`src/rtl/ramio_pkg.sv`:
```
// Shared ramio encodings and arbiter state type, used by core, ramio and the arbiter.
package ramio_pkg;

    localparam logic [2:0] RD_NONE = 3'b000;
    localparam logic [2:0] RD_B    = 3'b001;
    localparam logic [2:0] RD_H    = 3'b010;
    localparam logic [2:0] RD_W    = 3'b011;
    localparam logic [2:0] RD_SEXT = 3'b100;

    localparam logic [1:0] WR_NONE = 2'b00;
    localparam logic [1:0] WR_B    = 2'b01;
    localparam logic [1:0] WR_H    = 2'b10;
    localparam logic [1:0] WR_W    = 2'b11;

    typedef enum logic [1:0] {Idle, Grant0, Grant1} arb_state_e;

    typedef struct packed {
        logic        enable;
        logic [2:0]  read_type;
        logic [1:0]  write_type;
        logic [31:0] address;
        logic [31:0] data_in;
    } ramio_req_t;

    function automatic arb_state_e grant_of(input logic idx);
        return idx ? Grant1 : Grant0;
    endfunction

endpackage

```
`src/rtl/ramio_arbiter_rr_pick.sv`:
```
// Two-way requester pick: single request wins outright, ties resolved by
// alternation against 'last' or by a fixed winner.
module rr_pick #(
    parameter int RoundRobin  = 1,
    parameter int FixedWinner = 0
) (
    input  logic [1:0] req,
    input  logic       last,
    output logic       valid,
    output logic       idx
);

    localparam logic FIXED = 1'(FixedWinner);

    always_comb begin
        valid = |req;
        idx   = req[1];
        if (&req)
            idx = (RoundRobin != 0) ? ~last : FIXED;
    end

endmodule

```
`src/rtl/ramio_arbiter.sv`:
```
// Two-requester ramio port arbiter (0 = core, 1 = loader). Grants whole
// transactions and muxes the owner onto ramio combinationally.
module ramio_arbiter
    import ramio_pkg::*;
#(
    parameter int RoundRobin     = 1,
    parameter int FixedWinner    = 0,
    parameter int MaxGrantCycles = 4096
) (
    input  logic                  clk,
    input  logic                  rst,
    input  logic [1:0]            m_enable,
    input  logic [1:0][2:0]       m_read_type,
    input  logic [1:0][1:0]       m_write_type,
    input  logic [1:0][31:0]      m_address,
    input  logic [1:0][31:0]      m_data_in,
    output logic [1:0][31:0]      m_data_out,
    output logic [1:0]            m_data_out_ready,
    output logic [1:0]            m_busy,
    output logic                  ramio_enable,
    output logic [2:0]            ramio_read_type,
    output logic [1:0]            ramio_write_type,
    output logic [31:0]           ramio_address,
    output logic [31:0]           ramio_data_in,
    input  logic [31:0]           ramio_data_out,
    input  logic                  ramio_data_out_ready,
    input  logic                  ramio_busy,
    output logic                  grant_timeout
);

    localparam logic [31:0] MAX_C = 32'(MaxGrantCycles);

    arb_state_e  state, state_nxt;
    logic        last, last_nxt;
    logic [31:0] hold_cnt, hold_nxt;
    logic        timeout_set;
    logic        owned, own, other;
    logic        pick_vld, pick_idx;
    ramio_req_t [1:0] req;
    ramio_req_t  dn;

    assign owned = (state != Idle);
    assign own   = (state == Grant1);
    assign other = ~own;

    rr_pick #(
        .RoundRobin  (RoundRobin),
        .FixedWinner (FixedWinner)
    ) u_pick (
        .req   (m_enable),
        .last  (last),
        .valid (pick_vld),
        .idx   (pick_idx)
    );

    always_comb begin
        state_nxt = state;
        last_nxt  = last;
        unique case (state)
            Idle: if (pick_vld) state_nxt = grant_of(pick_idx);
            Grant0, Grant1: begin
                // Owner is done only once ramio has also drained its access.
                if (!m_enable[own] && !ramio_busy) begin
                    last_nxt  = own;
                    state_nxt = m_enable[other] ? grant_of(other) : Idle;
                end
            end
            default: state_nxt = Idle;
        endcase
    end

    always_comb begin
        hold_nxt = hold_cnt;
        if (state == Idle || state_nxt != state)
            hold_nxt = '0;
        else if (hold_cnt != MAX_C)
            hold_nxt = hold_cnt + 32'd1;
        timeout_set = owned && (state_nxt == state) && (hold_nxt == MAX_C);
    end

    always_ff @(posedge clk) begin
        if (rst) begin
            state         <= Idle;
            last          <= 1'b1;
            hold_cnt      <= '0;
            grant_timeout <= 1'b0;
        end else begin
            state    <= state_nxt;
            last     <= last_nxt;
            hold_cnt <= hold_nxt;
            if (timeout_set)
                grant_timeout <= 1'b1;
        end
    end

    for (genvar g = 0; g < 2; g++) begin : g_port
        logic is_owner;
        assign req[g] = '{enable:     m_enable[g],
                          read_type:  m_read_type[g],
                          write_type: m_write_type[g],
                          address:    m_address[g],
                          data_in:    m_data_in[g]};
        assign is_owner              = owned && (own == 1'(g));
        assign m_data_out[g]         = is_owner ? ramio_data_out : '0;
        assign m_data_out_ready[g]   = is_owner & ramio_data_out_ready;
        assign m_busy[g]             = is_owner ? ramio_busy : m_enable[g];
    end

    assign dn               = owned ? req[own] : '0;
    assign ramio_enable     = dn.enable;
    assign ramio_read_type  = dn.read_type;
    assign ramio_write_type = dn.write_type;
    assign ramio_address    = dn.address;
    assign ramio_data_in    = dn.data_in;

endmodule

```
`config.mk`:
```
export PLATFORM = sky130hd
export DESIGN_NAME = ramio_arbiter
export DESIGN_NICKNAME = d
export VERILOG_FILES = /design/src/rtl/ramio_pkg.sv /design/src/rtl/ramio_arbiter_rr_pick.sv /design/src/rtl/ramio_arbiter.sv
export SDC_FILE = /design/constraint.sdc
export NUM_CORES = 1
export LEC_CHECK = 0
export ABC_AREA = 1
export CORE_AREA = 2 2 123 125
export DETAILED_ROUTE_END_ITERATION = 7
export DIE_AREA = 0 0 125 127
export PLACE_DENSITY = 0.67
export SYNTH_ARGS = -nofsm -noshare
export SYNTH_HDL_FRONTEND = slang
export SYNTH_HIERARCHICAL = 1
export SYNTH_SLANG_ARGS = --single-unit
```
`constraint.sdc`:
```
create_clock -name clk -period 2.09 [get_ports clk]
set_clock_uncertainty 0.2 [all_clocks]
set_input_delay 0.418 -clock clk [delete_from_list [all_inputs] [get_ports clk]]
set_output_delay 0.418 -clock clk [all_outputs]
set_load 0.05 [all_outputs]
```
# == After elaboration in Yosys (flattened, before gate mapping) ==
# Index checks and enable logic that the tools add are counted.
# totals
regBits,36
# classes
n_eq_ne,6
mux,20
bitwise_logic,4
n_addsub,1
n_reduce_logical,14
n_lt_le_gt_ge,2
# op_table
cell,n
$mux 70,3
$mux 32,4
$add 32x1->32 const B,1
$eq 32x13->1 const B,1
$ne 32x13->1 const B,1
$mux 2,5
$mux 1,7
$logic_and 1x1->1,5
$lt 1x2->1 const B,2
$pmux 2 s2,1
$reduce_and 2->1,2
$reduce_or 2->1,2
$and 1x1->1,2
$eq 2x1->1 const B,1
$eq 2x2->1,1
$eq 2x2->1 const B,1
$logic_not 1->1,2
$logic_not 2->1,1
$ne 2x2->1,1
$not 1->1,2
$reduce_bool 2->1,1
$logic_or 1x1->1,1

# == Depth between registers and ports, before layout ==
# depth
ltp_word,12
depth_mapped,18
mapped_depth_nobuf,16

# == By module ==
# The synthesis kept the hierarchy.
# by_module_without_submodules
mod,n_inst,area_each_um2,seq_area_each_um2,cells_each
ramio_arbiter,1,3891.2,720.7,757
rr_pick,1,15.0,0.0,3

# == Worst setup path after synthesis ==
# No wires, ideal clock.
# synth_path
path_type,register -> output
start,register state[0]
end,output m_busy[1]
slack_ns,-0.783
t_required_ns,1.472
arrival_ns,2.255
stages_incl_launch_ff,7
path_cell_list,dfxtp_1 inv_1 ha_1 buf_4 clkbuf_1 clkbuf_1 o21ai_0
# synth_between
elab_chain_len,3
word_cells_on_any_way,4
classes_between,eq/ne (1); mux (1); reduce/logical (2)
# synth_lines
element,line_no,rtl
from (decl),ramio_arbiter.sv:33,"arb_state_e state, state_nxt;"
from (signal assigned),ramio_arbiter.sv:83,state <= Idle;
from (signal assigned),ramio_arbiter.sv:88,state <= state_nxt;
$eq 2x2->1,ramio_arbiter.sv:43,assign own = (state == Grant1);
named net own,ramio_arbiter.sv:37,"logic owned, own, other;"
$logic_and 1x1->1,ramio_arbiter.sv:103,assign is_owner = owned && (own == 1'(g));
$mux 1,ramio_arbiter.sv:106,assign m_busy[g] = is_owner ? ramio_busy : m_enable[g];
to (decl),ramio_arbiter.sv:19,"output logic [1:0] m_busy,"
# The timed path passes the listed nets, and every way through them passes these cells.

==> out/metrics.cfg <==
[run_status]
status = complete, but fails checks
violations = negative setup slack

[sta]
setup_slack_ps = -270.6
post-route-period-util_pct = 112.9
fmax_mhz = 423.6
tns_ps = -33240
rsz0062_at_grt = true
fin_crit_ps = 2361
hold_slack_ps = 274.2
hold_violations = 0
setup_violations = 171
slew_headroom_pct = 73.63
worst_pin_slew_ps = 392.6
finalMaxSlewViolations = 0

[synthesis]
muxShareOfSynthArea_pct = 0
ys.flop_type = dfxtp_1
yosys.cell_types.count = 35
yosys.area.top_type = nor2_1
syn-mean-instance-area_sq_um = 5.140
synth-xor-area-share_pct = 4.933
synthArstFlopShare_pct = 0
synth-adder-area-share_pct = 1.602
synth-compound-area-share_pct = 12.59
ys_ff_latch = 36
synth_edf_count = 0
synthSimpleGateAreaFrac_pct = 48.17
synth_area_leaders = nor2_1 (25%), dfxtp_1 (18%), nand2_1 (14%)
synth_top_family_by_area = simple AND/OR/NAND/NOR gates
syn-num-nets = 941
synth_seq_area_share_pct = 18.45
ys_warn_count = 6
yosysTopAreaCellShare_pct = 25.37
synth.cell_area_sq_um = 3906
netlist_instances = 760

[finish]
layout-area-overhead-vs-synth_pct = 199.2
layout.cells.non_filler = 1336
drive_gt1_share_pct = 48.91
fillerInstances = 841
final_common_cell = clkdlybuf4s50_1
final_cell_mix = clkdlybuf4s50_1 (174), buf_12 (150), nor2_4 (117)
fin_util_pct = 81.03
fin_nets = 1331
final_area_sq_um = 11690

[detailed_routing]
vias_per_cell = 5.016
ant_nets = 0
wl_mm = 29.05
drtIter0Drc = 415
drc = 0
routedWlPerCell_microns = 21.74
first_pass_iters = 6
vias = 6701

[grt]
grt_pass1_wl_mm = 37.73
grt_max_degree = 26
grt_use_total_pct = 30.34
grt_pass1_vias = 6393
gr-total-overflow = 0
grt_antenna_before_repair = 1

[critical_path]
crit_top_cell = buf_12
cp-end-kind = output pin
crit_type = flop to output pin
ff2ff_setup_slack_ps = -250
arrival_ps = 1740
path_cells = inv_4, ha_4, inv_6, buf_12, nand2_8, buf_12, nor2_4, buf_12
r2r_end = hold_cnt[22]$_SDFF_PP0_
crit_required_ps = 1470
cp_max_fo = 9
reg2reg_depth = 14
regToRegStartpoint = state[0]$_SDFF_PP0_
cpMaxStageDelayCell = dfxtp_2
cpPeakStageDelay_ps = 350
critPathLaunchType = flop

[die]
rows = 44
dieWidth_microns = 125
die_area_sq_um = 15880
io_pins = 315
core_sq_um = 14420
initial_core_util_pct = 27.08
fp.dieH_microns = 127

[clocking]
cts_buffer_depth = 2
cts_tree = done
clk_latency_ps = 280
cts.sink_count = 36
cts_hold_buf = 0
cts_buffers = 5
htreeDepth = 2
clkTransAtPathRegs_ps = 60
clock-root-buffer = clkbuf_16

[pwr]
ir_worst_vdd_mv = 0.3766
p_leak_nw = 4.503
power_density_nw_per_um2 = 663.9
power_mw = 7.759

[placed_design]
place_inst = 1297
gp_congestion = 0.9224
post_dp_cell_area_sq_um = 10060
pre_cts_ws_ps = -485.2
hpwl_mm = 18.76
io_buffers = 314

[hold_path]
hold_end = grant_timeout$_SDFFE_PP0P_
hold_path_class = flop to flop
hold_depth = 2
hold_path_startpoint = grant_timeout$_SDFFE_PP0P_

[run]
max_cap_viol_count = 0

[per-layer routing]
layer	share of wire (%)	vias to the layer above	routed length [microns]	GRT usage, %
li1	-	3110	-	-
met5	0	-	0	0
met3	6.0	88	1752	6.533
met4	4.6	0	1343	10.59
met2	53	275	15440	54.99
met1	36	3228	10520	35.41
[state kept, by name (all words and copies together), names as in the netlist]
name           count
grant_timeout      1
last               1
state              2
hold_cnt          32
[layout make-up]
type                            instances  area (sq um)  area share [%]
Tap cell                              184         230.2           1.970
Antenna cell                            1         2.502         0.02141
Clock inverter                          3         42.54          0.3640
Multi-Input combinational cell        585          4233           36.22
Inverter                              107         548.0           4.689
Sequential cell                        36         726.9           6.220
Clock buffer                            5         125.1           1.071
Timing Repair Buffer                  415          5779           49.45
[how the worst max path moves through the flow]
stage / startpoint / to / slack, ps / depth (start not counted)
CTS: state[0]$_SDFF_PP0_ / ramio_data_in[10] / -250 / 7
finish: state[0]$_SDFF_PP0_ / m_data_out[7] / -270 / 8
detailed placement: m_enable[1] / hold_cnt[0]$_SDFF_PP0_ / -490 / 12
global placement: m_enable[1] / hold_cnt[25]$_SDFF_PP0_ / -430 / 12
global route: state[0]$_SDFF_PP0_ / hold_cnt[22]$_SDFF_PP0_ / -340 / 14
floorplan: state[0]$_SDFF_PP0_ / ramio_read_type[0] / -130 / 7
[logic make-up (layout without fill, tap and decap cells)]
kind of cell | after synthesis | after routing
xor gates and xnor gates | 22 | 22
adders and majority gates | 5 | 5
and+or+nand+nor | 464 | 467
AOI/OAI and AO/OA | 91 | 91
other | 0 | 1
buffers and inverters | 142 | 530
DFF | 36 | 36
[critical path, delay by kind of cell, from the launching register on]
kind | cells | cell delay [ps]
fa+ha+maj | 1 | 180
buf+inv | 5 | 670
flops | 1 | 350
simple gates | 2 | 250
[power by group]
group	switching [mW]	total (mW)	internal [mW]
Combinational	3.36	6.18	2.82
Clock	0.303	0.863	0.560
Sequential	0.0132	0.712	0.698
[cell usage after synthesis (2+ instances only)]
| library cell | number |
|---|---|
| a21oi_1 | 6 |
| a21oi_2 | 7 |
| buf_2 | 2 |
| buf_6 | 2 |
| clkbuf_1 | 30 |
| dfxtp_1 | 36 |
| ha_1 | 5 |
| inv_1 | 103 |
| inv_2 | 2 |
| nand2_1 | 146 |
| nand3_1 | 19 |
| nand3b_1 | 4 |
| nand4_1 | 12 |
| nor2_1 | 264 |
| nor2_2 | 2 |
| nor3_1 | 7 |
| nor3_2 | 2 |
| o21ai_0 | 74 |
| xnor2_1 | 6 |
| xor2_1 | 16 |
[timing repair]
action,4_1_cts,5_1_grt
gates cloned,7,12
buffers inserted,7,6
endpoints found under the setup margin,167,171
pin swaps,13,27
gates resized for setup,212,113
No activity file was read; power rests on OpenSTA's default activity.
